$ cat src/rtl/clk_cal_display_pkg.sv
// rtl/clk_cal_display_pkg.sv - shared constants, page enum and digit decode for the clock/calendar display
package clk_cal_disp_pkg;

  localparam int DEF_REFRESH_DIV = 100000;
  localparam int DEF_BLANK_CYC   = 16;
  localparam int DEF_PAGE_HOLD   = 250;

  localparam int TIME_W = 24;
  localparam int DATE_W = 32;

  // Active-low segment patterns, bit order {g,f,e,d,c,b,a}
  localparam logic [6:0] SEG_0     = 7'h40;
  localparam logic [6:0] SEG_1     = 7'h79;
  localparam logic [6:0] SEG_2     = 7'h24;
  localparam logic [6:0] SEG_3     = 7'h30;
  localparam logic [6:0] SEG_4     = 7'h19;
  localparam logic [6:0] SEG_5     = 7'h12;
  localparam logic [6:0] SEG_6     = 7'h02;
  localparam logic [6:0] SEG_7     = 7'h78;
  localparam logic [6:0] SEG_8     = 7'h00;
  localparam logic [6:0] SEG_9     = 7'h10;
  localparam logic [6:0] SEG_DASH  = 7'h3F;
  localparam logic [6:0] SEG_E     = 7'h06;
  localparam logic [6:0] SEG_BLANK = 7'h7F;

  typedef enum logic {
    PAGE_TIME = 1'b0,
    PAGE_DATE = 1'b1
  } page_e;

  // mode[1] set selects auto-alternate regardless of mode[0]
  localparam logic [1:0] MODE_TIME = 2'b00;
  localparam logic [1:0] MODE_DATE = 2'b01;
  localparam int         MODE_AUTO_BIT = 1;

  // Non-BCD nibbles show 'E' so corrupt RTC data is visible rather than silent
  function automatic logic [6:0] digit_pattern(input logic [3:0] nibble);
    case (nibble)
      4'd0:    return SEG_0;
      4'd1:    return SEG_1;
      4'd2:    return SEG_2;
      4'd3:    return SEG_3;
      4'd4:    return SEG_4;
      4'd5:    return SEG_5;
      4'd6:    return SEG_6;
      4'd7:    return SEG_7;
      4'd8:    return SEG_8;
      4'd9:    return SEG_9;
      default: return SEG_E;
    endcase
  endfunction

endpackage

$ cat src/rtl/clk_cal_display_if.sv
// rtl/clk_cal_display_if.sv - BCD inputs, mode select and multiplexed display outputs
interface clk_cal_display_if;
  import clk_cal_disp_pkg::*;

  logic [TIME_W-1:0] time_bcd;
  logic [DATE_W-1:0] date_bcd;
  logic [1:0]        mode;
  logic [7:0]        an;
  logic [6:0]        seg;
  logic              dp;
  logic              page;

  modport master (
    output time_bcd, date_bcd, mode,
    input  an, seg, dp, page
  );

  modport slave (
    input  time_bcd, date_bcd, mode,
    output an, seg, dp, page
  );

endinterface

$ cat src/rtl/clk_cal_display_bcd_to_seg.sv
// rtl/clk_cal_display_bcd_to_seg.sv - nibble plus dash/blank overrides to active-low segment pattern
module bcd_to_seg
  import clk_cal_disp_pkg::*;
(
  input  logic [3:0] nibble,
  input  logic       dash,
  input  logic       blank,
  output logic [6:0] seg
);

  // blank overrides dash, dash overrides the nibble value
  always_comb begin
    seg = SEG_BLANK;
    if (blank) begin
      seg = SEG_BLANK;
    end else if (dash) begin
      seg = SEG_DASH;
    end else begin
      seg = digit_pattern(nibble);
    end
  end

endmodule

$ cat src/rtl/clk_cal_display.sv
// rtl/clk_cal_display.sv - 8-digit multiplexed time/date display with tear-free snapshot and page FSM
module clk_cal_display
  import clk_cal_disp_pkg::*;
#(
  parameter int REFRESH_DIV = DEF_REFRESH_DIV,
  parameter int BLANK_CYC   = DEF_BLANK_CYC,
  parameter int PAGE_HOLD   = DEF_PAGE_HOLD
) (
  input  logic               clk_100MHz,
  input  logic               rst_n,
  clk_cal_display_if.slave   bus
);

  localparam int SLOT_W = (REFRESH_DIV > 1) ? $clog2(REFRESH_DIV) : 1;
  localparam int FCNT_W = (PAGE_HOLD > 0) ? $clog2(PAGE_HOLD + 1) : 1;
  localparam int SNAP_W = TIME_W + DATE_W;

  localparam logic [SLOT_W-1:0] SLOT_LAST = SLOT_W'(REFRESH_DIV - 1);
  localparam logic [SLOT_W-1:0] BLANK_END = SLOT_W'(BLANK_CYC);
  localparam logic [FCNT_W-1:0] FCNT_LAST = FCNT_W'(PAGE_HOLD - 1);

  logic [SLOT_W-1:0] slot_cnt;
  logic [2:0]        scan_idx;
  logic              frame_start;

  logic [SNAP_W-1:0] stage_a;
  logic [SNAP_W-1:0] stage_b;
  logic [SNAP_W-1:0] snap;
  logic [SNAP_W-1:0] snap_next;

  page_e             state;
  page_e             state_next;
  logic              auto_on;
  logic              auto_on_next;
  logic [FCNT_W-1:0] fcnt;
  logic [FCNT_W-1:0] fcnt_next;

  logic [TIME_W-1:0] time_v;
  logic [DATE_W-1:0] date_v;
  logic [3:0]        nib;
  logic              dash;
  logic              blank;
  logic              dp_d;
  logic [6:0]        seg_d;
  logic [7:0]        an_d;

  // Frame starts on the first cycle of the leftmost digit slot
  assign frame_start = (slot_cnt == '0) && (scan_idx == 3'd7);

  // Slot timer and scan index; index walks 7 down to 0 then wraps to 7
  always_ff @(posedge clk_100MHz or negedge rst_n) begin
    if (!rst_n) begin
      slot_cnt <= '0;
      scan_idx <= 3'd7;
    end else if (slot_cnt == SLOT_LAST) begin
      slot_cnt <= '0;
      scan_idx <= scan_idx - 3'd1;
    end else begin
      slot_cnt <= slot_cnt + 1'b1;
    end
  end

  // A snapshot is only taken when two consecutive samples agree, so a
  // mid-update RTC value never reaches the digits
  assign snap_next = (frame_start && (stage_a == stage_b)) ? stage_b : snap;

  // Two-stage input capture plus the per-frame snapshot
  always_ff @(posedge clk_100MHz or negedge rst_n) begin
    if (!rst_n) begin
      stage_a <= '0;
      stage_b <= '0;
      snap    <= '0;
    end else begin
      stage_a <= {bus.time_bcd, bus.date_bcd};
      stage_b <= stage_a;
      snap    <= snap_next;
    end
  end

  // Page FSM state, auto-mode flag and frame counter
  always_ff @(posedge clk_100MHz or negedge rst_n) begin
    if (!rst_n) begin
      state   <= PAGE_TIME;
      auto_on <= 1'b0;
      fcnt    <= '0;
    end else begin
      state   <= state_next;
      auto_on <= auto_on_next;
      fcnt    <= fcnt_next;
    end
  end

  // Page transitions happen only on frame starts; the first auto frame
  // just clears the counter and keeps whatever page was showing
  always_comb begin
    state_next   = state;
    auto_on_next = auto_on;
    fcnt_next    = fcnt;
    if (frame_start) begin
      if (bus.mode[MODE_AUTO_BIT]) begin
        auto_on_next = 1'b1;
        if (!auto_on) begin
          fcnt_next = '0;
        end else if (fcnt == FCNT_LAST) begin
          fcnt_next  = '0;
          state_next = (state == PAGE_TIME) ? PAGE_DATE : PAGE_TIME;
        end else begin
          fcnt_next = fcnt + 1'b1;
        end
      end else begin
        auto_on_next = 1'b0;
        fcnt_next    = '0;
        state_next   = (bus.mode == MODE_DATE) ? PAGE_DATE : PAGE_TIME;
      end
    end
  end

  // Digits are chosen from the post-update snapshot and page so the new
  // page and new data appear together on the first digit of a frame
  assign time_v = snap_next[SNAP_W-1:DATE_W];
  assign date_v = snap_next[DATE_W-1:0];

  // Per-slot digit source, dash/blank control and decimal point
  always_comb begin
    nib   = 4'd0;
    dash  = 1'b0;
    blank = 1'b0;
    dp_d  = 1'b1;
    if (state_next == PAGE_DATE) begin
      nib  = date_v[{scan_idx, 2'b00} +: 4];
      dp_d = !((scan_idx == 3'd6) || (scan_idx == 3'd4));
    end else begin
      case (scan_idx)
        3'd7: begin
          nib   = time_v[23:20];
          blank = (time_v[23:20] == 4'd0);
        end
        3'd6:    nib  = time_v[19:16];
        3'd5:    dash = 1'b1;
        3'd4:    nib  = time_v[15:12];
        3'd3:    nib  = time_v[11:8];
        3'd2:    dash = 1'b1;
        3'd1:    nib  = time_v[7:4];
        default: nib  = time_v[3:0];
      endcase
    end
  end

  bcd_to_seg u_bcd_to_seg (
    .nibble (nib),
    .dash   (dash),
    .blank  (blank),
    .seg    (seg_d)
  );

  // Anodes stay dark for the first BLANK_CYC cycles of each slot
  assign an_d = (slot_cnt < BLANK_END) ? 8'hFF : ~(8'h01 << scan_idx);

  // Registered display outputs
  always_ff @(posedge clk_100MHz or negedge rst_n) begin
    if (!rst_n) begin
      bus.an  <= 8'hFF;
      bus.seg <= SEG_BLANK;
      bus.dp  <= 1'b1;
    end else begin
      bus.an  <= an_d;
      bus.seg <= seg_d;
      bus.dp  <= dp_d;
    end
  end

  assign bus.page = state;

endmodule

$ cat src/flat_wrapper.sv
// flat-port wrapper written by rule: the top's interface ports become plain ports
module clk_cal_display_flat import clk_cal_disp_pkg::*;
#(
  parameter int REFRESH_DIV = DEF_REFRESH_DIV,
  parameter int BLANK_CYC   = DEF_BLANK_CYC,
  parameter int PAGE_HOLD   = DEF_PAGE_HOLD
)
  (clk_100MHz, rst_n, bus_time_bcd, bus_date_bcd, bus_mode, bus_an, bus_seg, bus_dp, bus_page);
  clk_cal_display_if bus_i ();
  input  logic clk_100MHz;
  input  logic rst_n;
  input wire logic [$bits(bus_i.time_bcd)-1:0] bus_time_bcd;
  input wire logic [$bits(bus_i.date_bcd)-1:0] bus_date_bcd;
  input wire logic [$bits(bus_i.mode)-1:0] bus_mode;
  output wire logic [$bits(bus_i.an)-1:0] bus_an;
  output wire logic [$bits(bus_i.seg)-1:0] bus_seg;
  output wire logic [$bits(bus_i.dp)-1:0] bus_dp;
  output wire logic [$bits(bus_i.page)-1:0] bus_page;
  assign bus_i.time_bcd = bus_time_bcd;
  assign bus_i.date_bcd = bus_date_bcd;
  assign bus_i.mode = bus_mode;
  assign bus_an = bus_i.an;
  assign bus_seg = bus_i.seg;
  assign bus_dp = bus_i.dp;
  assign bus_page = bus_i.page;
  clk_cal_display #(.REFRESH_DIV(REFRESH_DIV), .BLANK_CYC(BLANK_CYC), .PAGE_HOLD(PAGE_HOLD)) u_core (.clk_100MHz(clk_100MHz), .rst_n(rst_n), .bus(bus_i));
endmodule
$ cat config.mk
export PLATFORM = sky130hd
export DESIGN_NAME = clk_cal_display_flat
export DESIGN_NICKNAME = d
export VERILOG_FILES = /design/src/rtl/clk_cal_display_pkg.sv /design/src/rtl/clk_cal_display_if.sv /design/src/rtl/clk_cal_display_bcd_to_seg.sv /design/src/rtl/clk_cal_display.sv /design/src/flat_wrapper.sv
export SDC_FILE = /design/constraint.sdc
export NUM_CORES = 1
export LEC_CHECK = 0
export CAP_MARGIN = 30
export CORE_UTILIZATION = 55
export CTS_CLUSTER_SIZE = 16
export DETAILED_ROUTE_END_ITERATION = 12
export GPL_ROUTABILITY_DRIVEN = 0
export MAX_ROUTING_LAYER = met4
export PLACE_DENSITY = 0.82
export SKIP_CTS_REPAIR_TIMING = 1
export SLEW_MARGIN = 0
export SYNTH_ARGS = -nofsm -noshare
export SYNTH_HDL_FRONTEND = slang
export SYNTH_SLANG_ARGS = --single-unit
$ cat constraint.sdc
create_clock -name clk_100MHz -period 7.92 [get_ports clk_100MHz]
set_input_delay 2.376 -clock clk_100MHz [delete_from_list [all_inputs] [get_ports clk_100MHz]]
set_output_delay 2.376 -clock clk_100MHz [all_outputs]
set_load 0.02 [all_outputs]
=== After elaboration in Yosys (flattened, before gate mapping) ===
Memories as Yosys holds them, arrays and structs flattened.
Index checks and enable logic that the tools add are counted.

* Shift operators: 2
* Equal/unequal tests: 11
* Bitwise operators: 1
* Reduce and logical (&&, ||, !) cells: 7
* Muxes and demuxes: 22
* $lt $le $gt $ge: 1
* Add/sub/neg operators: 3

{| class="wikitable"
|+ Operator list
! operator !! number
|-
| 56-bit == test || 1
|-
| 56-bit two-way mux || 1
|-
| 8-bit two-way mux || 4
|-
| 32-bit by 6-bit variable part select with 4-bit output || 1
|-
| 4-bit case mux with 6 select lines || 1
|-
| 17-bit by 1-bit adder with 17-bit output, second input constant || 1
|-
| 17-bit == test, second input constant || 1
|-
| 17-bit logical NOT || 1
|-
| 17-bit by 5-bit < comparator with 1-bit output, second input constant || 1
|-
| 17-bit two-way mux || 1
|-
| 7-bit two-way mux || 2
|-
| 3-bit == test, second input constant || 4
|-
| 1-bit two-way mux || 12
|-
| 8-bit by 1-bit adder with 8-bit output, second input constant || 1
|-
| 8-bit == test, second input constant || 1
|-
| 8-bit NOT || 1
|-
| 1-bit by 3-bit << shifter with 8-bit output, first input constant || 1
|-
| 3-bit by 2-bit == test with 1-bit output, second input constant || 2
|-
| 4-bit logical NOT || 1
|-
| 4-bit two-way mux || 1
|-
| 3-bit by 1-bit == test with 1-bit output, second input constant || 1
|-
| 3-bit by 1-bit subtractor with 3-bit output, second input constant || 1
|-
| 2-bit by 1-bit == test with 1-bit output, second input constant || 1
|-
| 1-bit logical AND || 2
|-
| 3 further kinds || 3
|}

* ROM bits: 112
* Word-level logic and storage cells: 59
* Input port bits: 60
* Memories: 1
* Register bits: 214

{| class="wikitable"
|+ Memory list
! memory !! depth !! bits a word !! rd ports !! clocked after Yosys merged registers in !! write ports !! line !! RTL
|-
| (name not given) || 16 || 7 || 1 || 0 || 0 || clk_cal_display_pkg.sv:38 || <nowiki>case (nibble)</nowiki>
|}

=== Depth between registers and ports, before layout ===
Gate-level depths: netlist (run 1).
An unclocked memory read counts as a cell.

* Word-level depth: 9
* Gate-level depth with buffers: 16
* Mapped depth without buffers: 15

=== Hierarchy ===
A second synthesis (run 1) with hierarchy kept.

* Cell total of the unflattened synthesis: 633
* Area total of the unflattened synthesis: 8490.6 sq um

{| class="wikitable"
|+ By module, submodules not included
! module !! cells each !! area each (sq um) !! sequential area each (sq um) !! instances
|-
| clk_cal_display || 602 || 8281.7 || 5378.9 || 1
|-
| bcd_to_seg || 31 || 209.0 || 0.0 || 1
|}

=== Worst setup path after synthesis (run 1) ===
OpenSTA, ideal clock, no wires.

* Kind: in2reg
* From: input bus_mode[1]
* To: register u_core.bus.seg[4]
* Data required time: 7.854 ns
* Setup slack: 3.753 ns
* Data arrival time: 4.101 ns
* Path buffers: 1
* Cell stages on the path: 13
* Cells stage by stage: nand3_1 o22ai_1 nand2_1 o21ai_1 inv_1 clkbuf_1 a21oi_1 o211ai_1 nand4_2 inv_1 ha_1 or3_1 nand4_1

* Cells in the longest elaborated chain, start to end: 8

{| class="wikitable"
|+ RTL lines
! what !! line !! RTL
|-
| start: declaration || flat_wrapper.sv:14 || <nowiki>input wire logic [$bits(bus_i.mode)-1:0] bus_mode;</nowiki>
|-
| 2-bit by 1-bit == test with 1-bit output || clk_cal_display.sv:113 || <nowiki>state_next = (bus.mode == MODE_DATE) ? PAGE_DATE : PAGE_TIME;</nowiki>
|-
| 1-bit two-way mux || clk_cal_display.sv:113 ||
|-
| 1-bit two-way mux * || clk_cal_display.sv:100 || <nowiki>if (bus.mode[MODE_AUTO_BIT]) begin</nowiki>
|-
| 1-bit two-way mux * || clk_cal_display.sv:99 || <nowiki>if (frame_start) begin</nowiki>
|-
| net u_core.state_next || clk_cal_display.sv:32 || <nowiki>page_e state_next;</nowiki>
|-
| 4-bit two-way mux || clk_cal_display.sv:129 || <nowiki>if (state_next == PAGE_DATE) begin</nowiki>
|-
| memory 16 x 7 bit || -- ||
|-
| 7-bit two-way mux || clk_cal_display_bcd_to_seg.sv:16 || <nowiki>end else if (dash) begin</nowiki>
|-
| 7-bit two-way mux * || clk_cal_display_bcd_to_seg.sv:14 || <nowiki>if (blank) begin</nowiki>
|-
| net u_core.seg_d[4] || clk_cal_display.sv:44 || <nowiki>logic [6:0] seg_d;</nowiki>
|-
| end signal: assignment || clk_cal_display.sv:167 || <nowiki>bus.seg <= seg_d;</nowiki>
|-
| end: declaration || clk_cal_display_if.sv:20 || <nowiki>output an, seg, dp, page</nowiki>
|}

Mark *: on every way through the listed nets, which the timed path passes. The rest lies on a longest branch.
A chain may end at the register's enable or synchronous reset.

=== Worst setup path in the final report (run 1) ===
* From: register u_core.scan_idx[1]
* To: register u_core.bus.seg[4]

* Cells in the longest elaborated chain, start to end: 9

{| class="wikitable"
|+ RTL lines
! what !! line !! RTL
|-
| start: declaration || clk_cal_display.sv:23 || <nowiki>logic [2:0] scan_idx;</nowiki>
|-
| start signal: assignment || clk_cal_display.sv:57 || <nowiki>scan_idx <= scan_idx - 3'd1;</nowiki>
|-
| 3-bit == test || clk_cal_display.sv:48 || <nowiki>assign frame_start = (slot_cnt == '0) && (scan_idx == 3'd7);</nowiki>
|-
| 1-bit logical AND || clk_cal_display.sv:48 ||
|-
| 1-bit logical AND || clk_cal_display.sv:65 || <nowiki>assign snap_next = (frame_start && (stage_a == stage_b)) ? stage_b : snap;</nowiki>
|-
| 56-bit two-way mux || clk_cal_display.sv:65 ||
|-
| net u_core.snap_next[49] || clk_cal_display.sv:29 || <nowiki>logic [SNAP_W-1:0] snap_next;</nowiki>
|-
| 4-bit case mux with 6 select lines || clk_cal_display.sv:133 || <nowiki>case (scan_idx)</nowiki>
|-
| 4-bit two-way mux || clk_cal_display.sv:129 ||
|-
| memory 16 x 7 bit || -- ||
|-
| 7-bit two-way mux || clk_cal_display_bcd_to_seg.sv:16 ||
|-
| 7-bit two-way mux || clk_cal_display_bcd_to_seg.sv:14 ||
|-
| net u_core.seg_d[4] || clk_cal_display.sv:44 ||
|}

The timed path passes the listed nets, and every way through them passes these cells.

==> reports/qor.yml, run 1 <==
hold_start: "u_core.stage_a[25]"
synthAdderAreaFrac: 0.02065
worstSkewPairLatency_ns: 0.52
setup_violations: 0
relSlewSlack: 0.4480
dieArea_um2: 15930
post-dp-hpwl_um: 12070
multi_input_area_um2: 2929
pwr-share-clk: 0.463
cts.htree.levels: 1
syn_area_um2: 8484
power_frac_seq: 0.501
finalPower_uw: 2295
synth_mux_area_frac: 0.09394
p_sw_frac: 0.2071
hold_viol: 0
fin_crit_sh: 0.6146
crit_fanout: 63
setup.worst_path.start: "u_core.scan_idx[1]"
synth-simple-area-share: 0.09512
remaining_drc_errors: 0
cp-end-kind: "flip-flop"
synth_top_family_by_area: "simple AND/OR/NAND/NOR gates"
clkTransAtPathRegs_ns: 0.06
n_antenna_cell: 0
layout_common_cells: "195 x dfrtp_1, 75 x clkdlybuf4s50_1, 67 x xnor2_1"
yosys_warnings: 0
slew_violations: 0
synth_ff_type: "dfrtp_1"
drv_cap: 0
path_common_cell: "ha_1"
dr.pass1.iters: 5
die_w_um: 126.2
worstPathCellList: "ha_1 -> nand2_2 -> or4b_4 -> nor4_4 -> nand4_4 -> buf_4 -> mux2_1 -> a32oi_1 -> o211ai_1 -> nand4_2 -> inv_1 -> ha_1 -> or3_1 -> nand4_1"
gr-usage-all-layers: 0.2383
synth_compound_area_frac: 0.06120
crit_buf_inv: 2
cp_slowest_cell: "dfstp_2"
drtIter0Drc: 442
antenna_found_initial: 0
area_growth_pct: 20.22
vdd_drop_max_v: 0.0001849
outcome: "complete, no violations"
fmax_mhz: 205.4
grt_setup_unrepaired: "no"
dp_cells: 876
final_antenna_net_count: 0
grt-ovfl-total: 0
fillerInstances: 1014
drive_above_1_share: 0.1788
viasPerCell: 5.764
netlist_instances: 628
seq_area_um2: 5379
p_leak_uw: 0.004553
setup_tns_ns: 0
critPathKind: "reg2reg"
grt_max_degree: 78
vias: 5274
cts.sinks: 214
io_pins: 77
core.rowCount: 45
internal-power_uw: 1820
grt_pass1_wl_um: 28600
post_drt_wl_per_cell_um: 18.90
syn_area_per_cell_um2: 13.51
routed_wl_um: 17300
worst_slew_pin_slew_ns: 0.8205
synth_fp_nets: 702
rr_startpoint: "u_core.scan_idx[1]"
numPortBuffers: 76
arrival_ns: 5.31
die_h_um: 126.2
synthArstFlopShare: 1.000
grt_pass1_vias: 5603
p_switching_uw: 475.1
cts_buffer_depth: 3
start_util: 0.5602
cts_made_buffers: 23
layout_commonest_cell: "dfrtp_1"
start_kind: "flip-flop"
root_buffer: "clkbuf_16"
power_density_nw_per_um2: 225.0
synth-xor-area-share: 0.07433
critPathTopFamily: "simple AND/OR/NAND/NOR gates"
nNetsFinal: 787
skew_ns: 0.02393
pwr-share-comb: 0.036
crit_required_ns: 8.36
ys_seq_area_frac: 0.6340
cts_tree: "built"
synth.ff_latch_count: 214
ys_types: 62
max_stage_delay_ns: 0.77
worstHoldPathType: "reg2reg"
synth_edf_count: 0
final-instance-count-excl-fill: 915
min_period_ns: 4.868
coreArea_um2: 15150
power by group through the flow:
stage                     Clock (uW)  Combinational [uW]  Sequential (uW)
after floorplan                    0                27.3             1160
after global placement             0                79.7             1170
after global routing            1130                92.6             1150
final                           1060                82.6             1150
after CTS                       1080                85.2             1150
after detailed placement           0                84.3             1170
synth_stat cells, types with 12 or more instances:
cell,instances,share of area
dfrtp_1,195,0.58
xnor2_1,67,0.069
mux2_2,50,0.066
nand2_1,39,0.017
nor2_1,25,0.011
nand4_1,22,0.016
nand3_1,21,0.012
dfstp_2,19,0.059
o21ai_0,19,0.011
inv_1,17,0.0075
ha_1,14,0.021
clkbuf_1,12,0.0053
sequential cells by signal, summed over array words and instances (netlist names), 3 cells and up:
register	count
u_core.snap	56
u_core.stage_a	56
u_core.stage_b	56
u_core.slot_cnt	17
u_core.bus.an	8
u_core.fcnt	8
u_core.bus.seg	7
u_core.scan_idx	3
area by class of cell:
class,instances,area share
Clock buffer,32,0.06465
Clock inverter,7,0.01018
Inverter,19,0.006992
Multi-Input combinational cell,374,0.2872
Sequential cell,214,0.5274
Tap cell,188,0.02306
Timing Repair Buffer,81,0.08059
worst reg2reg max path: stages (launching register included):
cell	delay, ns
dfstp_2	0.77
ha_1	0.53
nand2_2	0.19
or4b_4	0.56
nor4_4	0.21
nand4_4	0.21
buf_4	0.46
mux2_1	0.49
a32oi_1	0.23
o211ai_1	0.14
nand4_2	0.20
inv_1	0.10
ha_1	0.22
or3_1	0.37
nand4_1	0.10
per-layer routing:
metal | up-vias | part of all wire | GRT usage
li1 | 2373 | - | -
met1 | 2669 | 0.41 | 0.3014
met2 | 181 | 0.49 | 0.3718
met3 | 51 | 0.067 | 0.05735
met4 | 0 | 0.038 | 0.09639
met5 | - | 0 | -
per-stage QoR:
| step | setup slack (ns) | utilization | hold slack [ns] | area (um2) |
|---|---|---|---|---|
| global placement | 3.048 | 0.6212 | 0.3802 | 9409 |
| floorplan | 3.753 | - | 0.3727 | 8484 |
| detailed placement | 2.860 | 0.6230 | 0.3806 | 9437 |
| CTS | 3.112 | 0.6734 | 0.3937 | 10200 |
| finish | 3.052 | 0.6734 | 0.3902 | 10200 |
| global route | 2.779 | 0.6734 | 0.4061 | 10200 |
logic make-up after synthesis:
group,Yosys count
xor gates and xnor gates,72
buffers and inverters,40
adders and majority gates,14
and+or+nand+nor,150
muxes,66
AOI/OAI and AO/OA,72
DFF,214
worst paths after layout:
| path | to | slack, ns | cells past startpoint |
|---|---|---|---|
| worst max-delay path | u_core.bus.seg[4] | 3.05 | 14 |
| worst min-delay path | u_core.stage_b[25] | 0.39 | 0 |
| worst max register to register | u_core.bus.seg[4] | 3.05 | 14 |
| worst min register to register | u_core.stage_b[25] | 0.39 | 0 |
| max in group asynchronous | u_core.slot_cnt[14] | 4.89 | 2 |
| min in group asynchronous | u_core.stage_a[55] | 1.84 | 1 |
Power figures use the tool's default switching activity.
==> run 2, diff against run 1 <==
==> constraint.sdc (replaced) <==
create_clock -name clk_100MHz -period 5.1 [get_ports clk_100MHz]
set_input_delay 1.53 -clock clk_100MHz [delete_from_list [all_inputs] [get_ports clk_100MHz]]
set_output_delay 1.53 -clock clk_100MHz [all_outputs]
set_load 0.02 [all_outputs]
==> reports/qor.yml, run 2 (same netlist as run 1, synthesis figures left out) <==
outcome: "complete, no violations"  # unchanged
relSlewSlack: 0.3953  # was 0.4480
setup_violations: 0  # unchanged
crit_fanout: 16  # was 63
drv_cap: 0  # unchanged
max_stage_delay_ns: 0.74  # was 0.77 ns
arrival_ns: 4.99  # was 5.31 ns
area_growth_pct: 19.05  # was 20.22%
root_buffer: "clkbuf_16"  # unchanged
post_drt_wl_per_cell_um: 19.35  # was 18.90 um
slew_violations: 0  # unchanged
grt_setup_unrepaired: "no"  # unchanged
cts_buffer_depth: 3  # unchanged
layout_commonest_cell: "dfrtp_1"  # unchanged
vdd_drop_max_v: 0.0003015  # was 0.0001849 V
start_util: 0.5602  # unchanged
hold_viol: 0  # unchanged
skew_ns: 0.02037  # was 0.02393 ns
grt_pass1_vias: 5640  # was 5603
p_leak_uw: 0.004496  # was 0.004553 uW
crit_buf_inv: 2  # unchanged
cts.htree.levels: 1  # unchanged
die_h_um: 126.2  # unchanged
power_frac_seq: 0.530  # was 0.501
setup_tns_ns: 0  # unchanged
io_pins: 77  # unchanged
n_antenna_cell: 0  # unchanged
cp-end-kind: "flip-flop"  # unchanged
cts_tree: "built"  # unchanged
internal-power_uw: 2640  # was 1820 uW
antenna_found_initial: 0  # unchanged
dr.pass1.iters: 6  # was 5
coreArea_um2: 15150  # unchanged
worstHoldPathType: "reg2reg"  # unchanged
fmax_mhz: 218.9  # was 205.4 MHz
dieArea_um2: 15930  # unchanged
viasPerCell: 5.826  # was 5.764
power_density_nw_per_um2: 333.6  # was 225.0 nW/um2
crit_required_ns: 5.52  # was 8.36 ns
start_kind: "flip-flop"  # unchanged
worst_slew_pin_slew_ns: 0.9070  # was 0.8205 ns
grt_pass1_wl_um: 29080  # was 28600 um
remaining_drc_errors: 0  # unchanged
cts.sinks: 214  # unchanged
numPortBuffers: 76  # unchanged
fin_crit_sh: 0.8958  # was 0.6146
worstSkewPairLatency_ns: 0.51  # was 0.52 ns
min_period_ns: 4.568  # was 4.868 ns
final_antenna_net_count: 0  # unchanged
finalPower_uw: 3369  # was 2295 uW
clkTransAtPathRegs_ns: 0.06  # about the same
vias: 5354  # was 5274
die_w_um: 126.2  # unchanged
drive_above_1_share: 0.1765  # was 0.1788
nNetsFinal: 789  # was 787
core.rowCount: 45  # unchanged
grt-ovfl-total: 0  # unchanged
routed_wl_um: 17790  # was 17300 um
critPathKind: "reg2reg"  # unchanged
reg_top3: "u_core.snap (56), u_core.stage_a (56), u_core.stage_b (56)"  # unchanged
grt_max_degree: 119  # was 78
critPathTopFamily: "simple AND/OR/NAND/NOR gates"  # unchanged
cts_made_buffers: 22  # was 23
gr-usage-all-layers: 0.2420  # was 0.2383
cp_slowest_cell: "dfstp_2"  # unchanged
pwr-share-comb: 0.038  # was 0.036
drtIter0Drc: 453  # was 442
post-dp-hpwl_um: 12400  # was 12070 um
layout_common_cells: "195 x dfrtp_1, 75 x clkdlybuf4s50_1, 67 x xnor2_1"  # unchanged
p_switching_uw: 729.2  # was 475.1 uW
worstPathCellList: "ha_1 -> nand2_2 -> or4b_4 -> nor4_4 -> nand4_4 -> buf_4 -> mux4_2 -> mux4_2 -> o22ai_2 -> ha_1 -> inv_1 -> mux2i_1 -> o21ai_0"  # was ha_1 -> nand2_2 -> or4b_4 -> nor4_4 -> nand4_4 -> buf_4 -> mux2_1 -> a32oi_1 -> o211ai_1 -> nand4_2 -> inv_1 -> ha_1 -> or3_1 -> nand4_1
p_sw_frac: 0.2164  # was 0.2071
pwr-share-clk: 0.432  # was 0.463
-- run 2: cell types whose count changed in the layout (fill, tap and decap cells not counted), moves of 2 or more --
| cell | previous run | this run |
|---|---|---|
| clkinv_4 | 0 | 2 |
| bufinv_16 | 2 | 0 |
| clkinvlp_4 | 0 | 2 |
| clkbuf_8 | 6 | 2 |
| buf_4 | 4 | 8 |
| clkbuf_1 | 4 | 9 |
-- run 2: per-layer routing --
layer / wire length (um) / GRT usage / vias to the layer above
met2: 8766 / 0.3884 / 217
met3: 1115 / 0.04418 / 59
met5: 0 / - / -
met1: 7137 / 0.3027 / 2709
met4: 766 / 0.1070 / 0
li1: - / - / 2369
-- run 2: cell type report --
type / instances / area (um2)
inverter: 19 / 71.32
fill: 1048 / 5045
clock buffer: 32 / 598.1
multi-input combinational: 374 / 2929
clock inverter: 8 / 63.81
tap: 188 / 235.2
sequential: 214 / 5379
timing repair buffer: 84 / 824.5
-- run 2: power groups by stage --
| stage | combinational [uW] | sequential (uW) | clock (uW) |
|---|---|---|---|
| final | 127 | 1790 | 1460 |
| after global routing | 142 | 1790 | 1560 |
| after CTS | 130 | 1790 | 1490 |
| after detailed placement | 129 | 1820 | 0 |
| after global placement | 125 | 1810 | 0 |
| after floorplan | 42.4 | 1800 | 0 |
-- run 2: through the flow --
| stage | cell area (um2) | utilization | cells | hold slack, ns | worst slack [ns] |
|---|---|---|---|---|---|
| after floorplan | 8484 | - | 628 | 0.3727 | 1.452 |
| after global placement | 9439 | 0.6232 | 879 | 0.3783 | 0.7896 |
| after detailed placement | 9439 | 0.6232 | 879 | 0.3806 | 0.6557 |
| after CTS | 10100 | 0.6669 | 919 | 0.3910 | 0.5914 |
| after global routing | 10100 | 0.6669 | 919 | 0.3989 | 0.2252 |
| final | 10100 | 0.6669 | 919 | 0.3862 | 0.5315 |
-- run 2: path summary, 6_finish.rpt --
path	to	depth (start not counted)	slack [ns]	startpoint
min in group asynchronous	u_core.stage_a[33]	1	1.14	rst_n
hold reg to reg	u_core.stage_b[32]	0	0.39	u_core.stage_a[32]
setup reg to reg	u_core.bus.seg[3]	13	0.53	u_core.scan_idx[1]
setup / recovery	u_core.bus.seg[3]	13	0.53	u_core.scan_idx[1]
max in group asynchronous	u_core.bus.seg[1]	2	2.95	rst_n
hold / removal	u_core.stage_b[32]	0	0.39	u_core.stage_a[32]
